## src/rtl/envase_pkg.sv

```systemverilog
// rtl/envase_pkg.sv - shared state encoding and default parameters for the filling/corking station
package envase_pkg;

    typedef enum logic [2:0] {
        IDLE         = 3'd0,
        TRANSPORTE   = 3'd1,
        ENCHIMENTO   = 3'd2,
        ESPERA_ROLHA = 3'd3,
        VEDACAO      = 3'd4,
        SAIDA        = 3'd5,
        FALHA        = 3'd6
    } estado_t;

    localparam logic [7:0] FILL_TIMEOUT_DEF = 8'd50;
    localparam logic [7:0] CAP_CYCLES_DEF   = 8'd4;
    localparam logic [3:0] BATCH_SIZE_DEF   = 4'd12;

endpackage

```

## src/rtl/contador_lote.sv

```systemverilog
// rtl/contador_lote.sv - bottles-per-batch counter with wrap and saturating batch total
module contador_lote
    import envase_pkg::*;
#(
    parameter logic [3:0] BATCH_SIZE = BATCH_SIZE_DEF
) (
    input  logic       clk,
    input  logic       reset,
    input  logic       incr,
    output logic [3:0] garrafas_lote,
    output logic [7:0] lotes
);

    always_ff @(posedge clk) begin
        if (reset) begin
            garrafas_lote <= 4'd0;
            lotes         <= 8'd0;
        end else if (incr) begin
            if (garrafas_lote == BATCH_SIZE - 4'd1) begin
                garrafas_lote <= 4'd0;
                // batch total sticks at its ceiling while bottles keep wrapping
                if (lotes != 8'hFF) begin
                    lotes <= lotes + 8'd1;
                end
            end else begin
                garrafas_lote <= garrafas_lote + 4'd1;
            end
        end
    end

endmodule

```

## src/rtl/envase_vedacao.sv

```systemverilog
// rtl/envase_vedacao.sv - one-bottle-at-a-time fill and cork station controller
module envase_vedacao
    import envase_pkg::*;
#(
    parameter logic [7:0] FILL_TIMEOUT = FILL_TIMEOUT_DEF,
    parameter logic [7:0] CAP_CYCLES   = CAP_CYCLES_DEF,
    parameter logic [3:0] BATCH_SIZE   = BATCH_SIZE_DEF
) (
    input  logic       clk,
    input  logic       reset,
    input  logic       start,
    input  logic       sensor_garrafa,
    input  logic       sensor_nivel,
    input  logic [7:0] rolhas_linha,
    input  logic       reconhece_falha,
    output logic       motor_esteira,
    output logic       valvula,
    output logic       vedar,
    output logic       done,
    output logic       alarme_sem_rolha,
    output logic       alarme_enchimento,
    output logic [3:0] garrafas_lote,
    output logic [7:0] lotes,
    output logic [2:0] estado
);

    estado_t    st;
    estado_t    nxt;
    logic [7:0] timer;
    logic       incr;

    always_comb begin
        nxt = st;
        unique case (st)
            IDLE:         if (start) nxt = TRANSPORTE;
            TRANSPORTE: begin
                if (!start)              nxt = IDLE;
                else if (sensor_garrafa) nxt = ENCHIMENTO;
            end
            ENCHIMENTO: begin
                // a level hit in the timeout cycle still completes the bottle
                if (sensor_nivel)                         nxt = (rolhas_linha != 8'd0) ? VEDACAO : ESPERA_ROLHA;
                else if (timer == FILL_TIMEOUT - 8'd1)    nxt = FALHA;
            end
            ESPERA_ROLHA: if (rolhas_linha != 8'd0) nxt = VEDACAO;
            VEDACAO:      if (timer == CAP_CYCLES - 8'd1) nxt = SAIDA;
            SAIDA:        if (!sensor_garrafa) nxt = start ? TRANSPORTE : IDLE;
            FALHA:        if (reconhece_falha) nxt = IDLE;
            default:      nxt = IDLE;
        endcase
    end

    assign incr = (st == VEDACAO) && (nxt == SAIDA);

    // outputs are decoded from the next state so they register alongside it
    always_ff @(posedge clk) begin
        if (reset) begin
            st                <= IDLE;
            timer             <= 8'd0;
            motor_esteira     <= 1'b0;
            valvula           <= 1'b0;
            vedar             <= 1'b0;
            done              <= 1'b0;
            alarme_sem_rolha  <= 1'b0;
            alarme_enchimento <= 1'b0;
        end else begin
            st                <= nxt;
            timer             <= (nxt != st) ? 8'd0 : timer + 8'd1;
            motor_esteira     <= (nxt == TRANSPORTE) || (nxt == SAIDA);
            valvula           <= (nxt == ENCHIMENTO);
            vedar             <= (nxt == VEDACAO);
            done              <= incr;
            alarme_sem_rolha  <= (nxt == ESPERA_ROLHA);
            alarme_enchimento <= (nxt == FALHA);
        end
    end

    assign estado = st;

    contador_lote #(
        .BATCH_SIZE (BATCH_SIZE)
    ) u_contador_lote (
        .clk           (clk),
        .reset         (reset),
        .incr          (incr),
        .garrafas_lote (garrafas_lote),
        .lotes         (lotes)
    );

endmodule

```

## config.mk

```make
export PLATFORM = sky130hd
export DESIGN_NAME = envase_vedacao
export DESIGN_NICKNAME = d
export VERILOG_FILES = /design/src/rtl/envase_pkg.sv /design/src/rtl/contador_lote.sv /design/src/rtl/envase_vedacao.sv
export SDC_FILE = /design/constraint.sdc
export NUM_CORES = 1
export LEC_CHECK = 0
export ABC_AREA = 1
export BUFFER_PORTS_ARGS = -buffer_cell sky130_fd_sc_hd__buf_2
export CORE_UTILIZATION = 47
export CTS_BUF_LIST = sky130_fd_sc_hd__clkbuf_4 sky130_fd_sc_hd__clkbuf_8 sky130_fd_sc_hd__clkbuf_16
export DETAILED_ROUTE_END_ITERATION = 16
export PLACE_DENSITY = 0.82
export SKIP_CTS_REPAIR_TIMING = 1
export SLEW_MARGIN = 20
export SYNTH_ARGS = -nofsm -noshare
export SYNTH_HDL_FRONTEND = slang
export SYNTH_SLANG_ARGS = --single-unit
export TNS_END_PERCENT = 1
```

## constraint.sdc

```tcl
create_clock -name clk -period 1.5 [get_ports clk]
set_input_delay 0 -clock clk [delete_from_list [all_inputs] [get_ports clk]]
set_output_delay 0 -clock clk [all_outputs]
set_load 0.02 [all_outputs]
```

# == Word-level counts from Yosys, hierarchy flattened ==
# Index checks and enable logic that the tools add are counted.
# totals
wordCells,49
input_bits,14
regBits,29
out_inout_bits,21
# op_classes
n_addsub,3
eq_ne,17
n_mux,13
reduce_logical,6
# op_table
cell,count
$mux W3,10
$pmux W3 S7,1
$eq A3 B3 Y1 const B,6
$add A8 B1 Y8 const B,2
$eq A3 B2 Y1 const B,4
$eq A8 B2 Y1 const B,1
$eq A8 B6 Y1 const B,1
$ne A8 B8 Y1 const B,1
$reduce_bool A8 Y1,1
$eq A3 B1 Y1 const B,2
$add A4 B1 Y4 const B,1
$eq A4 B4 Y1 const B,1
$mux W4,1
$logic_not A3 Y1,1
$ne A3 B3 Y1,1
$reduce_and A3 Y1,1
$reduce_or A2 Y1,1
$logic_and A1 B1 Y1,1
$logic_or A1 B1 Y1,1
$mux W1,1

# == Logic depth before layout (Yosys ltp) ==
# Gate-level depths: netlist of the first run.
# logic_depth
ltp_word,7
ltp_mapped,13
depth_no_buf,12

# == Modules after synthesis ==
# Synthesis of the first run repeated with hierarchy kept, for this count alone.
# unflattened
hier_cells,214
area_unflattened_um2,1566.5
# by_module_without_submodules
mod,seq_area_each_um2,cells_each,n_inst,area_per_inst_um2
envase_vedacao,340.3,119,1,880.8
contador_lote,240.2,95,1,685.7

# == Worst setup path after synthesis of the first run ==
# OpenSTA, ideal clock, no wires.
# synth_timing
path_kind,register -> register
from,register u_contador_lote.lotes[1]
to,register u_contador_lote.lotes[7]
t_arrival_ns,1.520
setup_ns,0.079
path_buffers,0
period_less_slack_ns,1.600
required_ns,1.421
path_stages_with_launch,10
setup_slack_ns,-0.100
cell_sequence,dfxtp_1 -> ha_1 -> nand3_1 -> inv_1 -> nand3_1 -> nor2_1 -> nand2_1 -> nand2_4 -> nor2_1 -> a211oi_2
# synth_via
elab_chain_cells,2
word_cells_on_any_way,3
cone_classes,1 x add/sub; 1 x eq/ne; 1 x reduce/logical
# synth_rtl
item,line,rtl
"start, declared",contador_lote.sv:11,output logic [7:0] lotes
"start signal, assigned",contador_lote.sv:23,lotes <= lotes + 8'd1;
"parallel branches: the longest is 2 deep, another holds $add A8 B1 Y8",-,
# Parallel ways; which one is timed is not known.
# A chain may end at the register's enable or synchronous reset.

# == Worst setup path after layout of the first run ==
# layout_timing
from,register timer[1]
to,register u_contador_lote.lotes[2]
# layout_via
elab_chain_cells,7
word_cells_on_any_way,9
cone_classes,3 x eq/ne; 4 x mux; 2 x reduce/logical
# layout_rtl
item,line,rtl
"start, declared",envase_vedacao.sv:29,logic [7:0] timer;
"start signal, assigned",envase_vedacao.sv:68,timer <= (nxt != st) ? 8'd0 : timer + 8'd1;
$eq A8 B6 Y1,envase_vedacao.sv:43,else if (timer == FILL_TIMEOUT - 8'd1) nxt = FALHA;
$mux W3,envase_vedacao.sv:43,
$mux W3,envase_vedacao.sv:42,if (sensor_nivel) nxt = (rolhas_linha != 8'd0) ? VEDACAO : ESPERA_ROLHA;
$pmux W3 S7 *,envase_vedacao.sv:34,unique case (st)
$eq A3 B3 Y1 *,envase_vedacao.sv:53,assign incr = (st == VEDACAO) && (nxt == SAIDA);
$logic_and A1 B1 Y1 *,envase_vedacao.sv:53,
$reduce_and A3 Y1 (no source line) *,-,
# Every way passes the cells marked *; elsewhere a longest branch is shown, timed or not.

==> run_results.csv, run 1 <==
group,metric,value,unit
run,drv_cap,0,
routing,first_pass_iters,4,
routing,via_count,1540,
yosys,synth_cells,205,
routing,wl_per_cell,12.4,um
power,p_int,0.00110,W
sta,tns,-439,ps
run_status,violations,"negative setup slack",
placed_design,dp_cells,296,
floorplanning,core-area,0.00303,mm2
worst_setup_path,worstPathArrival,1890,ps
cts,cts_buffers,5,
yosys,synth-main-ff-cell,"dfxtp_1",
sta,timing.final.crit_share,109,%
final_layout,layoutNonFillerInstCount,310,
sta,hold_viol,0,
cts,numClockSinks,29,
yosys,synth_edf_count,0,
sta,rsz0062_at_grt,"true",
routing,drtIter0Drc,81,
yosys,synth_area,0.00150,mm2
global_routing,grt_pass1_wl,5060,um
worst_setup_path,cp.required,1760,ps
final_layout,antennaDiodeCount,0,
final_layout,drive_gt1_share,42.5,%
final_layout,nets,284,
power,p_switching,0.000387,W
yosys,synth-seq-area-share,38.8,%
sta,tightestPinTransition,352,ps
global_routing,globalRouteOverflowTotal,0,
placed_design,dpl_cell_area,0.00183,mm2
sta,setup_viol,8,
power,static-leakage-power,0.961,nW
power,switching_share,26.1,%
sta,relSlewSlack,76.4,%
global_routing,grt_pass1_vias,1259,
power,comb_power_share,11.7,%
yosys,synth_fp_nets,223,
sta,setup_slack,-131,ps
run_status,status,"finished, violations left",
routing,drc,0,
placed_design,dp_slack,-106,ps
yosys,synth_largest_area_cell,"dfxtp_1",
yosys,yosys_warnings,0,
yosys,ys_seq_elements,29,
sta,fmax,613,MHz
placed_design,dpl.hpwl,2290,um
worst_setup_path,worstSetupEndpointType,"flop",
power,power.density,702,mW/mm2
cts,cts_root_buffer,"clkbuf_4",
hold_path,holdCritPathClass,"input pin to flop",
yosys,synth_top_area_share,38.8,%
placed_design,io_buffers,34,
worst_setup_path,cp_max_fo,4,
routing,routed_via_density,4.97,
power,clock_power_share,34.4,%
floorplanning,io_pins,35,
power,seqPwrFrac,53.9,%
placed_design,gp_congestion,0.826,
routing,final_antenna_net_count,0,
worst_setup_path,cp-start-kind,"flop",
global_routing,grt_antenna_before_repair,0,
sta,fin_skew,13.0,ps
cts,cts_max_path_buffers,2,
global_routing,grt_max_degree,11,
cts,cts_tree,"yes",
yosys,synth_area_leaders,"dfxtp_1, nor2_1, nand3_1",
power,vdd_drop_max,0.000518,V
routing,drt-total-wl,3840,um
sta,final.min_clock_period,1630,ps
cts,clk_latency,340,ps
global_routing,grt.total_usage,19.6,%
floorplanning,fp.dieW,58.5,um
yosys,netlist-cell-type-count,27,
final_layout,area_delta_synth_final,41.4,%
final_layout,stdcell_area,0.00212,mm2
floorplanning,start_util,49.5,%
floorplanning,rows,20,
sta,drv_slew,0,
worst_setup_path,path_class,"flop to flop",
cts,clkTransAtPathRegs,90,ps
yosys,ys_async_sr_fraction,0,%
cts,htreeDepth,2,
yosys,avgSynthCellArea,7.31,um2
floorplanning,die_y,58.5,um
floorplanning,design.die.area,0.00342,mm2
## area by class of cell
| cell class | instances | area [um2] |
|---|---|---|
| fill | 243 | 911 |
| multi-input combinational | 151 | 958 |
| clock buffer | 7 | 58.8 |
| inverter | 24 | 95.1 |
| tap | 44 | 55.1 |
| sequential | 29 | 601 |
| timing repair buffer | 55 | 349 |
## through the flow
| stage | hold slack [ps] | power [W] | util, % |
|---|---|---|---|
| after floorplan | 217 | 0.000900 | - |
| after global placement | 316 | 0.000943 | 60.5 |
| after detailed placement | 312 | 0.000944 | 60.5 |
| after CTS | -40.4 | 0.00144 | 62.4 |
| after global routing | 167 | 0.00154 | 69.9 |
| final | 139 | 0.00149 | 69.9 |
## metal layers
metal  routed length [um]  part of all wire, %  up-vias  global-route usage (%)
met5                    0                    0        -                       0
met4                  102                  2.7        0                    8.16
met3                  179                  4.7       13                    5.93
met2                 1900                   49       54                    31.7
met1                 1660                   43      691                    24.4
li1                     -                    -      782                       -
## power by group through the flow
stage,logic [W],registers (W),clock network (W)
floorplan,0.0000820,0.000818,0
global placement,0.000130,0.000813,0
detailed placement,0.000131,0.000814,0
CTS,0.000131,0.000796,0.000514
global route,0.000193,0.000802,0.000547
finish,0.000174,0.000801,0.000510
## sequential cells by signal (all words and copies together) (netlist names)
name / cells
timer: 8
valvula: 1
done: 1
alarme_enchimento: 1
u_contador_lote.lotes: 8
vedar: 1
motor_esteira: 1
u_contador_lote.garrafas_lote: 4
estado: 3
alarme_sem_rolha: 1
## kinds of logic after synthesis
family                     Yosys count  share of synthesized area, %
DFF                                 29                          38.8
AOI/OAI and AO/OA                   20                          7.35
xor gates and xnor gates             9                          5.26
buffers and inverters               26                          7.35
adders and majority gates            4                          3.34
and+or+nand+nor                    117                          37.9
## worst paths after layout
kind / startpoint / end / slack, ps / cells past startpoint
max: timer[1] / u_contador_lote.lotes[2] / -130 / 9
min reg2reg: u_contador_lote.lotes[5] / u_contador_lote.lotes[5] / 520 / 2
min: sensor_nivel / vedar / 140 / 6
max reg2reg: timer[1] / u_contador_lote.lotes[2] / -130 / 9
## worst max-delay path, cell delays in order, from the launching register on
cell and delay (ps):
dfxtp_4 380, buf_12 100, ha_4 130, nand3_4 90, nor2_4 150, nand3_4 120, buf_6 150, nor2_4 150
nand3_1 110, a21oi_1 160
## synth_stat cells (all sizes together), types with 2 or more instances
library cell	instances
nand4	2
nor2	45
xnor2	3
nand2	35
a21oi	10
nand3	28
xor2	6
dfxtp	29
ha	4
buf	2
nor3	6
o21ai	8
inv	23
## placed cells by master, fill, tap and decap left out, drive strengths merged
master,instances
ha,4
nand4,2
nand2,35
clkbuf,7
dlygate4sd3,2
a211oi,1
dfxtp,29
nor3,6
inv,24
o21bai,1
buf,53
nor2,46
nand3b,1
xnor2,3
o21ai,8
a21oi,10
xor2,6
nand3,28
No activity file was read; power rests on OpenSTA's default activity.
==> inputs of run 2 (changes only) <==
GPL_TIMING_DRIVEN = 0   (was unset)
SKIP_CTS_REPAIR_TIMING = unset   (was 1)
==> run_results.csv, run 2 (synthesis results as in run 1) <==
group,metric,value,unit
final_layout,drive_gt1_share,42.0,%
routing,first_pass_iters,10,
worst_setup_path,cp_max_fo,6,
cts,cts_buffers,5,
worst_setup_path,cp.required,1720,ps
power,static-leakage-power,0.889,nW
routing,final_antenna_net_count,0,
cts,clk_latency,340,ps
worst_setup_path,path_class,"flop to flop",
routing,drt-total-wl,3500,um
global_routing,grt_max_degree,11,
sta,setup_viol,4,
worst_setup_path,crit_slowest_cell,"dfxtp_4",
global_routing,grt_pass1_vias,1227,
worst_setup_path,path_cells,"ha_4 > nand3_4 > nor2_4 > nand3_4 > nor2_8 > nand2_4 > o21ai_1 > a21oi_2",
placed_design,dp_slack,-182,ps
final_layout,nets,274,
floorplanning,io_pins,35,
worst_setup_path,cp-start-kind,"flop",
power,vdd_drop_max,0.000452,V
global_routing,grt_pass1_wl,4920,um
routing,wl_met1,1550,um
cts,clkTransAtPathRegs,90,ps
cts,cts_max_path_buffers,2,
floorplanning,start_util,49.5,%
final_layout,area_delta_synth_final,36.8,%
sta,fmax,649,MHz
final_layout,multi_input_area,978,um2
final_layout,num-fill-cells,250,
routing,wl_per_cell,11.6,um
sta,timing.final.crit_share,103,%
floorplanning,rows,20,
final_layout,final_common_cell,"buf_2",
sta,hold_viol,0,
placed_design,io_buffers,33,
routing,drc,1,
worst_setup_path,r2r-start,"timer[0]",
routing,via_count,1487,
power,power.density,691,mW/mm2
global_routing,grt.total_usage,19.1,%
hold_path,hold_end,"vedar",
run,drv_cap,0,
routing,wl_met3,148,um
worst_setup_path,worstPathArrival,1760,ps
hold_path,whs_path_depth,6,
cts,cts_tree,"yes",
sta,relSlewSlack,78.7,%
routing,top_layer_used,"met4",
final_layout,reg_top3,"timer x8, u_contador_lote.lotes x8, u_contador_lote.garrafas_lote x4",
run_status,violations,"design-rule violations, negative setup slack",
routing,wl_met2,1750,um
worst_setup_path,reg2reg_depth,8,
sta,tns,-136,ps
worst_setup_path,slowest_delay,400,ps
hold_path,holdCritPathClass,"input pin to flop",
placed_design,dpl.hpwl,2060,um
worst_setup_path,r2r_setup_slack,-40,ps
final_layout,seqCellArea,598,um2
worst_setup_path,worstSetupEndpointType,"flop",
placed_design,gp_congestion,0.810,
cts,cts_root_buffer,"clkbuf_4",
cts,htreeDepth,2,
floorplanning,fp.dieW,58.5,um
final_layout,antennaDiodeCount,0,
global_routing,grt_antenna_before_repair,0,
routing,drtIter0Drc,69,
sta,rsz0062_at_grt,"true",
cts,numClockSinks,29,
run_status,status,"finished, violations left",
floorplanning,design.die.area,0.00342,mm2
routing,routed_via_density,4.94,
sta,drv_slew,0,
floorplanning,die_y,58.5,um
sta,fin_skew,8.42,ps
sta,tightestPinTransition,320,ps
sta,final.min_clock_period,1540,ps
worst_setup_path,cpMostUsedCell,"nand3_4",
global_routing,globalRouteOverflowTotal,0,
sta,setup_slack,-39.7,ps
final_layout,final_cell_mix,"buf_2, nor2_1, nand2_1",
worst_setup_path,r2r_end,"u_contador_lote.lotes[0]",
floorplanning,core-area,0.00303,mm2
hold_path,worstHoldStart,"sensor_nivel",
run 2: worst max-delay path, delay by kind of cell, from the launching register on:
family | cells | cell delay (ps)
simple gates | 5 | 640
flops | 1 | 400
compound gates | 2 | 220
fa+ha+maj | 1 | 160
run 2: where the power goes:
part	total (W)	internal (W)	switching, W
clock	0.000468	0.000176	0.000292
sequential	0.000798	0.000782	0.0000161
combinational	0.000149	0.0000584	0.0000908
total	0.00141	0.00102	0.000399
run 2: metrics by stage:
| stage | cells | utilization, % | hold WS, ps | cell area (um2) | power [W] |
|---|---|---|---|---|---|
| 3_3_place_gp | 282 | 57.2 | 251 | 1730 | 0.000939 |
| 3_5_place_dp | 282 | 57.2 | 246 | 1730 | 0.000939 |
| 2_1_floorplan | 205 | - | 217 | 1510 | 0.000900 |
| 6_report | 301 | 67.6 | 131 | 2050 | 0.00141 |
| 4_1_cts | 294 | 61.7 | 129 | 1870 | 0.00141 |
| 5_1_grt | 301 | 67.6 | 146 | 2050 | 0.00148 |
run 2: final cells by class:
type / instances / area share [%]
plain buffers: 2 / 0.916
clock buffers: 5 / 1.83
clock inverters: 3 / 0.855
inverters: 24 / 4.52
multi-input cells: 151 / 47.8
flip-flops and latches: 29 / 29.2
well taps: 44 / 2.69
repair buffers: 43 / 12.2
run 2: worst max-delay path by stage:
stage / endpoint / startpoint / cells past startpoint
CTS: u_contador_lote.lotes[5] / estado[0] / 9
finish: u_contador_lote.lotes[0] / timer[0] / 8
global route: u_contador_lote.lotes[0] / timer[0] / 8
global placement: u_contador_lote.lotes[5] / timer[1] / 8
detailed placement: u_contador_lote.lotes[5] / timer[1] / 8
floorplan: u_contador_lote.lotes[5] / estado[0] / 9
run 2: what timing repair did:
| item | 4_1_cts | 5_1_grt |
|---|---|---|
| pin swaps | 5 | 22 |
| setup buffers | 2 | 7 |
| cloned | 1 | 0 |
| endpoints found under the setup margin | 19 | 19 |
| endpoints found under the hold margin | 9 | 0 |
| hold buffers | 1 | 0 |
| resized for setup | 12 | 36 |
run 2: layer usage:
| layer | global-route usage, % | vias up |
|---|---|---|
| met5 | 0 | - |
| met4 | 9.18 | 0 |
| met3 | 5.71 | 5 |
| met2 | 30.2 | 41 |
| met1 | 23.7 | 675 |
| li1 | - | 766 |
==> inputs of run 3 (changes only) <==
CORE_MARGIN = 4   (was unset)
==> run_results.csv, run 3 (synthesis results as in run 1) <==
group,metric,value,unit
global_routing,grt.total_usage,16.7,%
global_routing,grt_pass1_vias,1378,
final_layout,antennaDiodeCount,0,
placed_design,dpl.hpwl,2150,um
sta,rsz0062_at_grt,"true",
cts,numClockSinks,29,
cts,cts_root_buffer,"clkbuf_4",
sta,setup_slack,-4.81,ps
floorplanning,rows,20,
floorplanning,start_util,49.1,%
sta,hold_viol,0,
routing,final_antenna_net_count,0,
placed_design,dp_cells,282,
final_layout,drive_gt1_share,39.2,%
sta,final.min_clock_period,1500,ps
sta,relSlewSlack,79.0,%
cts,cts_tree,"yes",
worst_setup_path,cp-start-kind,"flop",
placed_design,gp_congestion,0.889,
sta,setup_viol,4,
worst_setup_path,crit_slowest_cell,"dfxtp_4",
worst_setup_path,path_cells,"inv_1 > ha_2 > nand3_2 > o21bai_1 > nand3_1 > nand2_2 > nand2_1 > nand2_2 > nor2_4 > nand2_4 > nor2_1",
worst_setup_path,path_class,"flop to flop",
final_layout,nets,277,
final_layout,area_delta_synth_final,36.0,%
final_layout,seqCellArea,604,um2
worst_setup_path,cp_max_fo,8,
cts,clkTransAtPathRegs,100,ps
run_status,violations,"negative setup slack",
routing,first_pass_iters,5,
final_layout,reg_top3,"timer x8, u_contador_lote.lotes x8, u_contador_lote.garrafas_lote x4",
global_routing,grt_antenna_before_repair,0,
sta,drv_slew,0,
floorplanning,die_y,64.5,um
global_routing,grt_max_degree,11,
cts,cts_buffers,5,
sta,fin_skew,10.8,ps
power,power.density,694,mW/mm2
cts,clk_latency,330,ps
hold_path,holdCritPathClass,"input pin to flop",
worst_setup_path,path_buf_inv,1,
floorplanning,design.die.area,0.00415,mm2
final_layout,final_cell_mix,"nor2_1, buf_2, nand2_1",
placed_design,dp_slack,-155,ps
power,vdd_drop_max,0.000457,V
placed_design,io_buffers,33,
routing,drt-total-wl,3480,um
floorplanning,core-area,0.00305,mm2
power,static-leakage-power,0.912,nW
final_layout,layoutNonFillerInstCount,304,
global_routing,grt_pass1_wl,5580,um
global_routing,globalRouteOverflowTotal,0,
sta,tns,-10.7,ps
worst_setup_path,worstPathArrival,1730,ps
final_layout,num-fill-cells,258,
run_status,status,"finished, violations left",
worst_setup_path,cpMostUsedCell,"nand2_2",
floorplanning,fp.dieW,64.5,um
sta,fmax,665,MHz
routing,routed_via_density,4.90,
sta,tightestPinTransition,314,ps
sta,timing.final.crit_share,100,%
final_layout,multi_input_area,938,um2
cts,htreeDepth,2,
final_layout,utilization,66.7,%
worst_setup_path,critPathTopFamily,"simple AND/OR/NAND/NOR gates",
worst_setup_path,cp.required,1720,ps
routing,wl_per_cell,11.4,um
routing,drc,0,
worst_setup_path,slowest_delay,370,ps
final_layout,final_common_cell,"nor2_1",
routing,drtIter0Drc,53,
run,drv_cap,0,
routing,via_count,1490,
cts,cts_max_path_buffers,2,
worst_setup_path,worstSetupEndpointType,"flop",
floorplanning,io_pins,35,
==> run 3: cell types whose count changed in the layout (fill, tap and decap cells not counted), sizes merged <==
| cell | change |
|---|---|
| buf | +3 |
==> run 3: final timing paths <==
kind | startpoint | endpoint | slack (ps) | cells past startpoint
hold reg to reg | u_contador_lote.garrafas_lote[0] | u_contador_lote.garrafas_lote[0] | 510 | 2
setup reg to reg | timer[1] | timer[3] | -5 | 11
setup / recovery | timer[1] | timer[3] | -5 | 11
hold / removal | sensor_nivel | vedar | 150 | 6
==> run 3: stage by stage <==
| stage | total power (W) | area, um2 | hold WS [ps] |
|---|---|---|---|
| 2_1_floorplan | 0.000900 | 1510 | 217 |
| 3_3_place_gp | 0.000939 | 1730 | 249 |
| 3_5_place_dp | 0.000940 | 1730 | 248 |
| 4_1_cts | 0.00141 | 1890 | 160 |
| 5_1_grt | 0.00148 | 2040 | 172 |
| 6_report | 0.00141 | 2040 | 149 |
==> run 3: what timing repair did <==
| item | 4_1_cts | 5_1_grt |
|---|---|---|
| endpoints found under the setup margin | 18 | 23 |
| hold endpoints to repair | 9 | 0 |
| hold buffers | 1 | 0 |
| pin swaps | 6 | 13 |
| setup buffers | 5 | 7 |
| cloned | 1 | 0 |
| gates resized for setup | 13 | 29 |
==> run 3: power by group <==
part	internal, W	switching (W)
clock network	0.000176	0.000290
logic	0.0000640	0.0000914
registers	0.000778	0.0000135
==> run 3: cell type report <==
cell class / instances / area share [%]
Multi-Input combinational cell: 151 / 46.1
Timing Repair Buffer: 46 / 13.4
Clock buffer: 5 / 1.84
Sequential cell: 29 / 29.7
Tap cell: 44 / 2.70
Clock inverter: 3 / 0.860
Inverter: 24 / 4.55
Buffer: 2 / 0.921
==> run 3: per-layer routing <==
metal,wire length (um),GRT usage (%),up-vias
met4,75,7.92,0
met3,201,4.33,9
met5,0,0,-
li1,-,-,771
met1,1520,20.1,667
met2,1680,27.8,43
==> run 3: tightest hold or removal path, delay by kind of cell <==
family	cells	cell delay, ps
buf+inv	2	160
simple gates	4	280
